$ cat src/rtl/pcie_rq_tag_mgr_pkg.sv
// Shared types and constants for the PCIe RQ tag manager.
package pcie_tag_pkg;

  localparam logic [15:0] TOUT_DISABLE = 16'h0;

  function automatic int tag_w(input int maxtag);
    return $clog2(maxtag);
  endfunction

  // Wide enough for the largest legal tag space (64 tags).
  typedef logic [5:0]  tag_t;
  typedef logic [15:0] ts_t;

endpackage

$ cat src/rtl/pcie_rq_tag_mgr_rr_find.sv
// Combinational rotating-priority finder: first set bit of free_vec at or after start, wrapping.
module pcie_tag_rr_find
  import pcie_tag_pkg::*;
#(
  parameter int MAXTAG = 32,
  localparam int TAGW  = tag_w(MAXTAG)
) (
  input  logic [MAXTAG-1:0] free_vec,
  input  logic [TAGW-1:0]   start,
  output logic              found,
  output logic [TAGW-1:0]   idx
);

  logic [TAGW-1:0] pos;

  // Walk from the farthest offset down so the nearest hit to start is written last.
  always_comb begin
    found = 1'b0;
    idx   = '0;
    pos   = '0;
    for (int i = MAXTAG - 1; i >= 0; i--) begin
      pos = start + TAGW'(i);
      if (free_vec[pos]) begin
        found = 1'b1;
        idx   = pos;
      end
    end
  end

endmodule

$ cat src/rtl/pcie_rq_tag_mgr.sv
// PCIe RQ non-posted tag allocator with release tracking and timeout scanner.
// Optional statistics counters are built when TAG_MGR_STAT_EN is defined.
module pcie_rq_tag_mgr
  import pcie_tag_pkg::*;
#(
  parameter int MAXTAG   = 32,
  parameter int TS_W     = 16,
  parameter int TICK_DIV = 256,
  localparam int TAGW    = tag_w(MAXTAG)
) (
  input  logic            pcie_clk,
  input  logic            pcie_rst,
  input  logic            tag_en,
  input  logic            tag_recovery,
  input  logic [15:0]     tag_tout_set,
  output logic            alloc_valid,
  input  logic            alloc_ready,
  output logic [TAGW-1:0] alloc_tag,
  input  logic            rel_valid,
  input  logic [TAGW-1:0] rel_tag,
  output logic            tout_valid,
  output logic [TAGW-1:0] tout_tag,
  output logic            spur_valid,
  output logic [TAGW-1:0] spur_tag,
  output logic [TAGW:0]   busy_cnt,
  output logic            all_idle,
  output logic [31:0]     stat_tout_cnt,
  output logic [31:0]     stat_spur_cnt
);

  localparam int PRESC_W = (TICK_DIV > 1) ? $clog2(TICK_DIV) : 1;
  localparam logic [PRESC_W-1:0] PRESC_LAST = PRESC_W'(TICK_DIV - 1);
  localparam logic [TAGW-1:0]    TAG_ONE    = TAGW'(1);
  localparam logic [TAGW:0]      CNT_ONE    = (TAGW+1)'(1);

  logic [MAXTAG-1:0]  busy;
  logic [MAXTAG-1:0]  timed_out;
  logic [TS_W-1:0]    stamp [MAXTAG];
  logic [TAGW-1:0]    search_ptr;
  logic [TAGW-1:0]    scan_ptr;
  logic [PRESC_W-1:0] presc;
  logic [TS_W-1:0]    tick_cnt;

  logic               found;
  logic [TAGW-1:0]    found_idx;
  logic               hs;
  logic               rel_hit;
  logic               rel_spur;
  logic [TS_W-1:0]    age;
  logic               expire;
  logic               reclaim;
  logic [TAGW:0]      cnt_nxt;

  pcie_tag_rr_find #(.MAXTAG(MAXTAG)) u_find (
    .free_vec (~busy),
    .start    (search_ptr),
    .found    (found),
    .idx      (found_idx)
  );

  // A release on the tag under scan always beats its expiry.
  always_comb begin
    hs       = alloc_valid & alloc_ready;
    rel_hit  = rel_valid & busy[rel_tag];
    rel_spur = rel_valid & ~busy[rel_tag];
    age      = tick_cnt - stamp[scan_ptr];
    expire   = busy[scan_ptr] & ~timed_out[scan_ptr]
             & (tag_tout_set != TOUT_DISABLE)
             & (32'(age) > 32'(tag_tout_set))
             & ~(rel_valid & (rel_tag == scan_ptr));
    reclaim  = expire & tag_recovery;
    cnt_nxt  = busy_cnt;
    if (hs)      cnt_nxt = cnt_nxt + CNT_ONE;
    if (rel_hit) cnt_nxt = cnt_nxt - CNT_ONE;
    if (reclaim) cnt_nxt = cnt_nxt - CNT_ONE;
  end

  always_ff @(posedge pcie_clk or posedge pcie_rst) begin
    if (pcie_rst) begin
      busy        <= '0;
      timed_out   <= '0;
      search_ptr  <= '0;
      scan_ptr    <= '0;
      presc       <= '0;
      tick_cnt    <= '0;
      alloc_valid <= 1'b0;
      alloc_tag   <= '0;
      tout_valid  <= 1'b0;
      spur_valid  <= 1'b0;
      busy_cnt    <= '0;
    end else begin
      presc <= (presc == PRESC_LAST) ? '0 : presc + PRESC_W'(1);
      if (presc == PRESC_LAST) tick_cnt <= tick_cnt + TS_W'(1);
      scan_ptr <= scan_ptr + TAG_ONE;

      // Offer is dropped for one cycle after a handshake so the search sees the updated bitmap.
      if (hs) begin
        alloc_valid     <= 1'b0;
        busy[alloc_tag] <= 1'b1;
        search_ptr      <= alloc_tag + TAG_ONE;
      end else if (!tag_en) begin
        alloc_valid <= 1'b0;
      end else if (!alloc_valid) begin
        alloc_valid <= found;
        if (found) alloc_tag <= found_idx;
      end

      if (rel_hit) begin
        busy[rel_tag]      <= 1'b0;
        timed_out[rel_tag] <= 1'b0;
      end

      if (expire) begin
        if (tag_recovery) busy[scan_ptr]      <= 1'b0;
        else              timed_out[scan_ptr] <= 1'b1;
      end

      tout_valid <= expire;
      spur_valid <= rel_spur;
      busy_cnt   <= cnt_nxt;
    end
  end

  always_ff @(posedge pcie_clk) begin
    if (hs)       stamp[alloc_tag] <= tick_cnt;
    if (expire)   tout_tag         <= scan_ptr;
    if (rel_spur) spur_tag         <= rel_tag;
  end

  assign all_idle = (busy_cnt == '0);

`ifdef TAG_MGR_STAT_EN
  logic [31:0] tout_total;
  logic [31:0] spur_total;

  function automatic logic [31:0] sat_inc(input logic [31:0] v);
    return (v == 32'hFFFF_FFFF) ? v : v + 32'd1;
  endfunction

  always_ff @(posedge pcie_clk or posedge pcie_rst) begin
    if (pcie_rst) begin
      tout_total <= '0;
      spur_total <= '0;
    end else begin
      if (tout_valid) tout_total <= sat_inc(tout_total);
      if (spur_valid) spur_total <= sat_inc(spur_total);
    end
  end

  assign stat_tout_cnt = tout_total;
  assign stat_spur_cnt = spur_total;
`else
  assign stat_tout_cnt = '0;
  assign stat_spur_cnt = '0;
`endif

endmodule

$ cat config.mk
export PLATFORM = sky130hd
export DESIGN_NAME = pcie_rq_tag_mgr
export DESIGN_NICKNAME = d
export VERILOG_FILES = /design/src/rtl/pcie_rq_tag_mgr_pkg.sv /design/src/rtl/pcie_rq_tag_mgr_rr_find.sv /design/src/rtl/pcie_rq_tag_mgr.sv
export SDC_FILE = /design/constraint.sdc
export NUM_CORES = 1
export LEC_CHECK = 0
export ABC_AREA = 1
export ABC_CLOCK_PERIOD_IN_PS = 7500
export CORE_ASPECT_RATIO = 1.2
export CORE_MARGIN = 5
export CORE_UTILIZATION = 48
export DETAILED_ROUTE_END_ITERATION = 10
export PLACE_DENSITY = 0.65
export SETUP_SLACK_MARGIN = 0.5
export SLEW_MARGIN = 25
export SYNTH_ARGS = -nofsm -noshare
export SYNTH_HDL_FRONTEND = slang
export SYNTH_SLANG_ARGS = --single-unit
export TNS_END_PERCENT = 5
$ cat constraint.sdc
create_clock -name pcie_clk -period 7.5 [get_ports pcie_clk]
set_input_delay 1.875 -clock pcie_clk [delete_from_list [all_inputs] [get_ports pcie_clk]]
set_output_delay 1.875 -clock pcie_clk [all_outputs]
set_load 0.005 [all_outputs]
==> results.yml, run 1 <==
run_status:
  outcome: "finished clean"
synth:
  async_flop_share_pct: 17.7
  synth-edff-count: 522
  ys_types: 56
  ys_ff_latch: 634
  synth_flop_cell: "edfxtp_1"
  yosysSeqAreaShare_pct: 58.7
  synth_area_per_cell_um2: 9.79
  yosysWarnings: 0
  netlist_area_mm2: 0.0315
  netlist_instances: 3217
sta:
  worst_pin_slew_ns: 0.999
  skew_ns: 0.0261
  min_period_over_period_pct: 87.0
  grt_setup_unrepaired: "no"
  slew_headroom_pct: 33.1
  maxClockFrequency_ghz: 0.153
  slew_violations: 0
  setup_tns_ns: 0
  final_hold_viol_count: 0
  period_minus_slack_ns: 6.52
  setup_violations: 0
critical_path:
  end_kind: "register"
  max_stage_delay_ns: 0.60
  worstPathRequired_ns: 7.98
  critical_path_arrival_ns: 7.00
  crit_path_max_fanout: 98
  critPathSlowestCell: "dfrtp_4"
  path_class: "reg2reg"
  cp-start-kind: "register"
grt:
  grt_first_pass_wirelength_um: 157000
  antenna_found_initial: 1
  track_usage_pct: 29.3
  grt-ovfl-total: 0
  grt_max_degree: 99
  grt_pass1_vias: 24151
drt:
  first_pass_iters: 8
  vias: 25083
  routed_via_density: 6.05
  drc: 0
  drt-total-wl_um: 108000
  ant_nets: 0
  drtIter0Drc: 2950
  avgRoutedWirePerCell_um: 26.0
power_and_ir_drop:
  leakage_uw: 0.0138
  peakVddDrop_uv: 237
  power_density_mw_per_mm2: 389
floorplanning:
  start_util_pct: 48.6
  coreArea_mm2: 0.0648
  fp.dieH_um: 291
  dieArea_mm2: 0.0708
  row_count: 102
  ios: 116
  die_w_um: 244
clock_network:
  clk_path_buf_depth: 3
  htreeDepth: 2
  cts_buffers: 59
  clk_pin_slew_ns: 0.07
  clkLatencyLatePin_ns: 0.63
  cts_tree: "yes"
  cts_root_buf: "clkbuf_16"
  cts_sinks: 634
placement:
  postPlaceCellArea_mm2: 0.0330
  io_buffers: 51
  routabilityCongestion: 1.02
  dp_hpwl_um: 73300
final_layout:
  fillerInstances: 5734
  fin_util_pct: 54.1
  final_area_mm2: 0.0351
  drive_above_1_share_pct: 8.69
  nets: 3354
  area_growth_pct: 11.4
flow_run:
  drv_cap: 0
hold_path:
  holdCritPathClass: "reg2reg"
timing repair:
item | in CTS | in global routing
setup endpoints to repair | 1 | 54
gates resized for setup | 1 | 23
gates cloned | 0 | 1
hold buffers | 0 | 0
setup buffers | 0 | 4
endpoints found under the hold margin | 0 | 0
report_power, final:
part	internal, uW	switching [uW]
registers	3950	263
logic	1810	4640
clock network	1670	1320
sequential cells by signal (all words and copies together) (netlist names):
name	count
alloc_tag	5
alloc_valid	1
busy	32
busy_cnt	6
presc	8
scan_ptr	5
search_ptr	5
spur_tag	5
spur_valid	1
stamp	512
tick_cnt	16
timed_out	32
tout_tag	5
tout_valid	1
per-stage QoR:
| stage | total power (uW) | cells | hold WS, ns | setup slack, ns |
|---|---|---|---|---|
| after floorplan | 8530 | 3280 | 0.423 | 1.02 |
| after global placement | 10600 | 4034 | 0.444 | 0.615 |
| after detailed placement | 10600 | 4034 | 0.458 | 0.499 |
| after CTS | 13600 | 4143 | 0.475 | 0.501 |
| after global routing | 14500 | 4148 | 0.485 | 0.486 |
| final | 13700 | 4149 | 0.472 | 0.978 |
path summary, 6_finish.rpt:
| kind | from | endpoint | slack [ns] | depth (start not counted) |
|---|---|---|---|---|
| max | scan_ptr[0]$_DFF_PP0_ | busy[12]$_DFF_PP0_ | 0.98 | 35 |
| max reg2reg | scan_ptr[0]$_DFF_PP0_ | busy[12]$_DFF_PP0_ | 0.98 | 35 |
| max in group asynchronous | pcie_rst | spur_valid$_DFF_PP0_ | 4.41 | 3 |
| min in group asynchronous | pcie_rst | alloc_valid$_DFF_PP0_ | 1.68 | 2 |
| min reg2reg | presc[0]$_DFF_PP0_ | presc[0]$_DFF_PP0_ | 0.47 | 1 |
| min | presc[0]$_DFF_PP0_ | presc[0]$_DFF_PP0_ | 0.47 | 1 |
worst max-delay path: cells and delay by family (launching register included):
family	cells	cell delay, ns
AO/OA/AOI/OAI	12	2.08
XOR/XNOR	1	0.12
buffers and inverters	6	1.32
flip-flops	1	0.60
AND/OR/NAND/NOR	14	1.52
adder cells (fa/ha/maj)	2	0.58
cells by family (layout without fill, tap and decap cells):
family          Yosys count  count (layout)  share of synthesized area [%]
other cells               1              65                         0.0119
flops                   634             634                           58.7
fa+ha+maj                59              59                           2.37
compound gates          825             825                           14.9
buf+inv                 426             462                           6.12
xor+xnor                 65              65                           1.98
simple gates           1207            1207                           15.9
cell usage in the layout (no fill, tap or decap), types with 6 or more instances in the layout:
cell and instances:
a21oi_1 141, a221oi_1 11, a22o_1 26, a31oi_1 33
and2_1 7, buf_4 96, bufinv_16 6, clkbuf_1 9
clkbuf_16 61, clkdlybuf4s50_1 51, clkinv_1 12, clkinv_2 15
conb_1 64, dfrtp_1 109, edfxtp_1 522, ha_1 58
inv_1 172, inv_2 20, nand2_1 551, nand3_1 206
nand4_1 22, nor2_1 324, nor2_2 32, nor3_1 28
nor4_1 13, o21ai_0 391, o21ai_1 20, o22ai_1 139
o41ai_1 31, xnor2_1 19, xor2_1 42
cells in the mapped netlist (3+ instances only):
library cell / n / area share, %
a21oi_1: 142 / 2.3
ha_1: 58 / 2.3
nor4_1: 13 / 0.26
nand2_2: 4 / 0.079
buf_6: 7 / 0.25
o21ai_1: 19 / 0.30
a22o_1: 26 / 0.72
buf_4: 67 / 1.6
a31oi_1: 33 / 0.66
xnor2_1: 19 / 0.53
edfxtp_1: 522 / 50
o21ai_0: 392 / 6.2
inv_2: 19 / 0.23
nor2_1: 358 / 4.3
nand4_1: 22 / 0.44
clkbuf_1: 131 / 1.6
buf_1: 7 / 0.083
o21bai_1: 4 / 0.095
o41ai_1: 31 / 0.86
o21a_1: 4 / 0.095
o211ai_1: 3 / 0.072
nand2_1: 552 / 6.6
a221oi_1: 15 / 0.42
xor2_1: 42 / 1.2
dfrtp_1: 112 / 8.9
and2_1: 7 / 0.14
inv_1: 176 / 2.1
nand3_1: 206 / 3.3
o21ai_2: 3 / 0.083
buf_2: 18 / 0.29
nor3_1: 31 / 0.49
nand3_2: 3 / 0.095
o22ai_1: 139 / 2.8
metal layers:
metal	wire length, um	vias to the layer above	GRT usage [%]
met2	54000	1173	51.4
met3	7140	298	3.04
met4	7260	0	16.0
met1	39500	12204	35.6
li1	-	11408	-
met5	0	-	0
cell type report:
class                   instances  area [um2]  area share (%)
diodes                          1        2.50         0.00713
clock buffers                  69        1540            4.38
clock inverters                40         372            1.06
inverters                     196         762            2.17
multi-input cells            2220       11500            32.7
flip-flops and latches        634       18500            52.7
well taps                     832        1040            2.97
repair buffers                157        1420            4.04
Power figures use the tool's default switching activity.
==> run 2, diff against run 1 <==
--- a/config.mk
+++ b/config.mk
@@ -11,7 +11,8 @@
 export CORE_MARGIN = 5
 export CORE_UTILIZATION = 48
 export DETAILED_ROUTE_END_ITERATION = 10
-export PLACE_DENSITY = 0.65
+export MAX_ROUTING_LAYER = met4
+export PLACE_DENSITY = 0.77
 export SETUP_SLACK_MARGIN = 0.5
 export SLEW_MARGIN = 25
 export SYNTH_ARGS = -nofsm -noshare
==> run 2 against run 1 <==
Against the previous run: non-clock buffer count fell by 13; fmax fell by 0.99%; hold slack worse by 0.012 ns; sequential power about the same; first-iteration DRC count is 14% higher; die area unchanged; clock skew shrank 0.0036 ns; setup slack lost 0.065 ns; clock power decreased by 3%; sequential share of layout area is 0.35 points higher; critical path type unchanged; critical endpoint is now busy_cnt[5]$_DFF_PP0_; largest power group unchanged; highest routed layer unchanged.
==> results.yml, run 2 (synthesis gave the netlist of run 1 again) <==
run_status:
  outcome: "finished clean"
drt:
  avgRoutedWirePerCell_um: 23.2
  drc: 0
  first_pass_iters: 6
  drtIter0Drc: 3363
  vias: 25183
  routed_via_density: 6.09
  drt-total-wl_um: 95900
  ant_nets: 0
flow_run:
  drv_cap: 0
placement:
  dpl.cell_count: 4019
  io_buffers: 51
  dpl_worst_slack_ns: 0.493
  routabilityCongestion: 1.04
  dp_hpwl_um: 62400
clock_network:
  ctsHoldBuffers: 0
  htreeDepth: 2
  cts_buffers: 58
  cts_root_buf: "clkbuf_16"
  clk_pin_slew_ns: 0.06
  cts_tree: "yes"
  clkLatencyLatePin_ns: 0.63
  clk_path_buf_depth: 3
  cts_sinks: 634
final_layout:
  final_cell_mix: "nand2_1, edfxtp_1, o21ai_0"
  nets: 3340
  area_growth_pct: 10.7
  drive_above_1_share_pct: 8.11
  layout_commonest_cell: "nand2_1"
  antenna_cells: 0
  fin_cells: 4136
  largest_reg_flops: 512
  largestRegisters: "stamp (512), busy (32), timed_out (32)"
  top_register: "stamp"
grt:
  grt_first_pass_wirelength_um: 143000
  grt_max_degree: 100
  grt-ovfl-total: 0
  track_usage_pct: 26.7
  antenna_found_initial: 0
  grt_pass1_vias: 23633
sta:
  slew_violations: 0
  fin_ws_ns: 0.913
  final_hold_viol_count: 0
  skew_ns: 0.0225
  grt_setup_unrepaired: "no"
  slew_headroom_pct: 29.2
  setup_tns_ns: 0
  worst_pin_slew_ns: 1.05
  maxClockFrequency_ghz: 0.152
  setup_violations: 0
  holdWs_ns: 0.460
  period_minus_slack_ns: 6.59
  min_period_over_period_pct: 87.8
critical_path:
  critPathSlowestCell: "dfrtp_4"
  critical_path_arrival_ns: 7.08
  max_stage_delay_ns: 0.60
  end_kind: "register"
  worst_path_most_repeated_cell: "a21oi_1"
  path_class: "reg2reg"
  cp-start-kind: "register"
  worstPathRequired_ns: 8.00
  crit_path_max_fanout: 21
floorplanning:
  row_count: 102
  dieArea_mm2: 0.0708
  ios: 116
  coreArea_mm2: 0.0648
  start_util_pct: 48.6
  die_w_um: 244
  fp.dieH_um: 291
hold_path:
  holdCritPathClass: "reg2reg"
power_and_ir_drop:
  power_uw: 13100
  power_density_mw_per_mm2: 376
  leakage_uw: 0.0136
  peakVddDrop_uv: 291
-- run 2: routing by layer --
layer  vias to the layer above  global-route usage (%)  routed length (um)
met4                         0                    15.5                6870
met3                       383                    4.23                9110
met2                      1525                    43.4               45900
li1                      11364                       -                   -
met5                         -                       -                   0
met1                     11911                    31.6               34100
-- run 2: report_power, final --
part	total, uW	leakage [uW]	switching, uW	internal [uW]
logic	6000	0.00590	4200	1790
clock network	2910	0.000902	1290	1620
registers	4190	0.00681	242	3950
-- run 2: path summary, 6_finish.rpt --
kind	slack [ns]	cells past startpoint	startpoint	end
setup / recovery	0.91	36	scan_ptr[0]$_DFF_PP0_	busy_cnt[5]$_DFF_PP0_
setup reg to reg	0.91	36	scan_ptr[0]$_DFF_PP0_	busy_cnt[5]$_DFF_PP0_
hold reg to reg	0.46	1	presc[0]$_DFF_PP0_	presc[0]$_DFF_PP0_
hold / removal	0.46	1	presc[0]$_DFF_PP0_	presc[0]$_DFF_PP0_
min in group asynchronous	1.79	2	pcie_rst	busy_cnt[5]$_DFF_PP0_
max in group asynchronous	4.46	3	pcie_rst	scan_ptr[2]$_DFF_PP0_
-- run 2: cell type report --
| type | instances | area [um2] |
|---|---|---|
| clock buffers | 84 | 1600 |
| clock inverters | 26 | 246 |
| fillers | 5533 | 30000 |
| inverters | 196 | 763 |
| multi-input cells | 2220 | 11500 |
| flip-flops and latches | 634 | 18500 |
| well taps | 832 | 1040 |
| repair buffers | 144 | 1240 |
-- run 2: metrics by stage --
| step | util, % | area [um2] |
|---|---|---|
| finish | 53.8 | 34800 |
| global route | 53.8 | 34800 |
| CTS | 53.6 | 34800 |
| detailed placement | 50.7 | 32900 |
| global placement | 50.7 | 32900 |
| floorplan | - | 31700 |
-- run 2: critical path, delay by kind of cell, from the launching register on --
kind                       cells  cell delay, ns
xor gates and xnor gates       2            0.28
AOI/OAI and AO/OA             13            2.35
DFF                            1            0.60
adders and majority gates      2            0.51
and+or+nand+nor               14            1.97
buffers and inverters          5            0.73
-- run 2: timing repair --
item,4_1_cts,5_1_grt
gates resized for setup,2,12
setup buffers,0,7
setup endpoints to repair,33,39
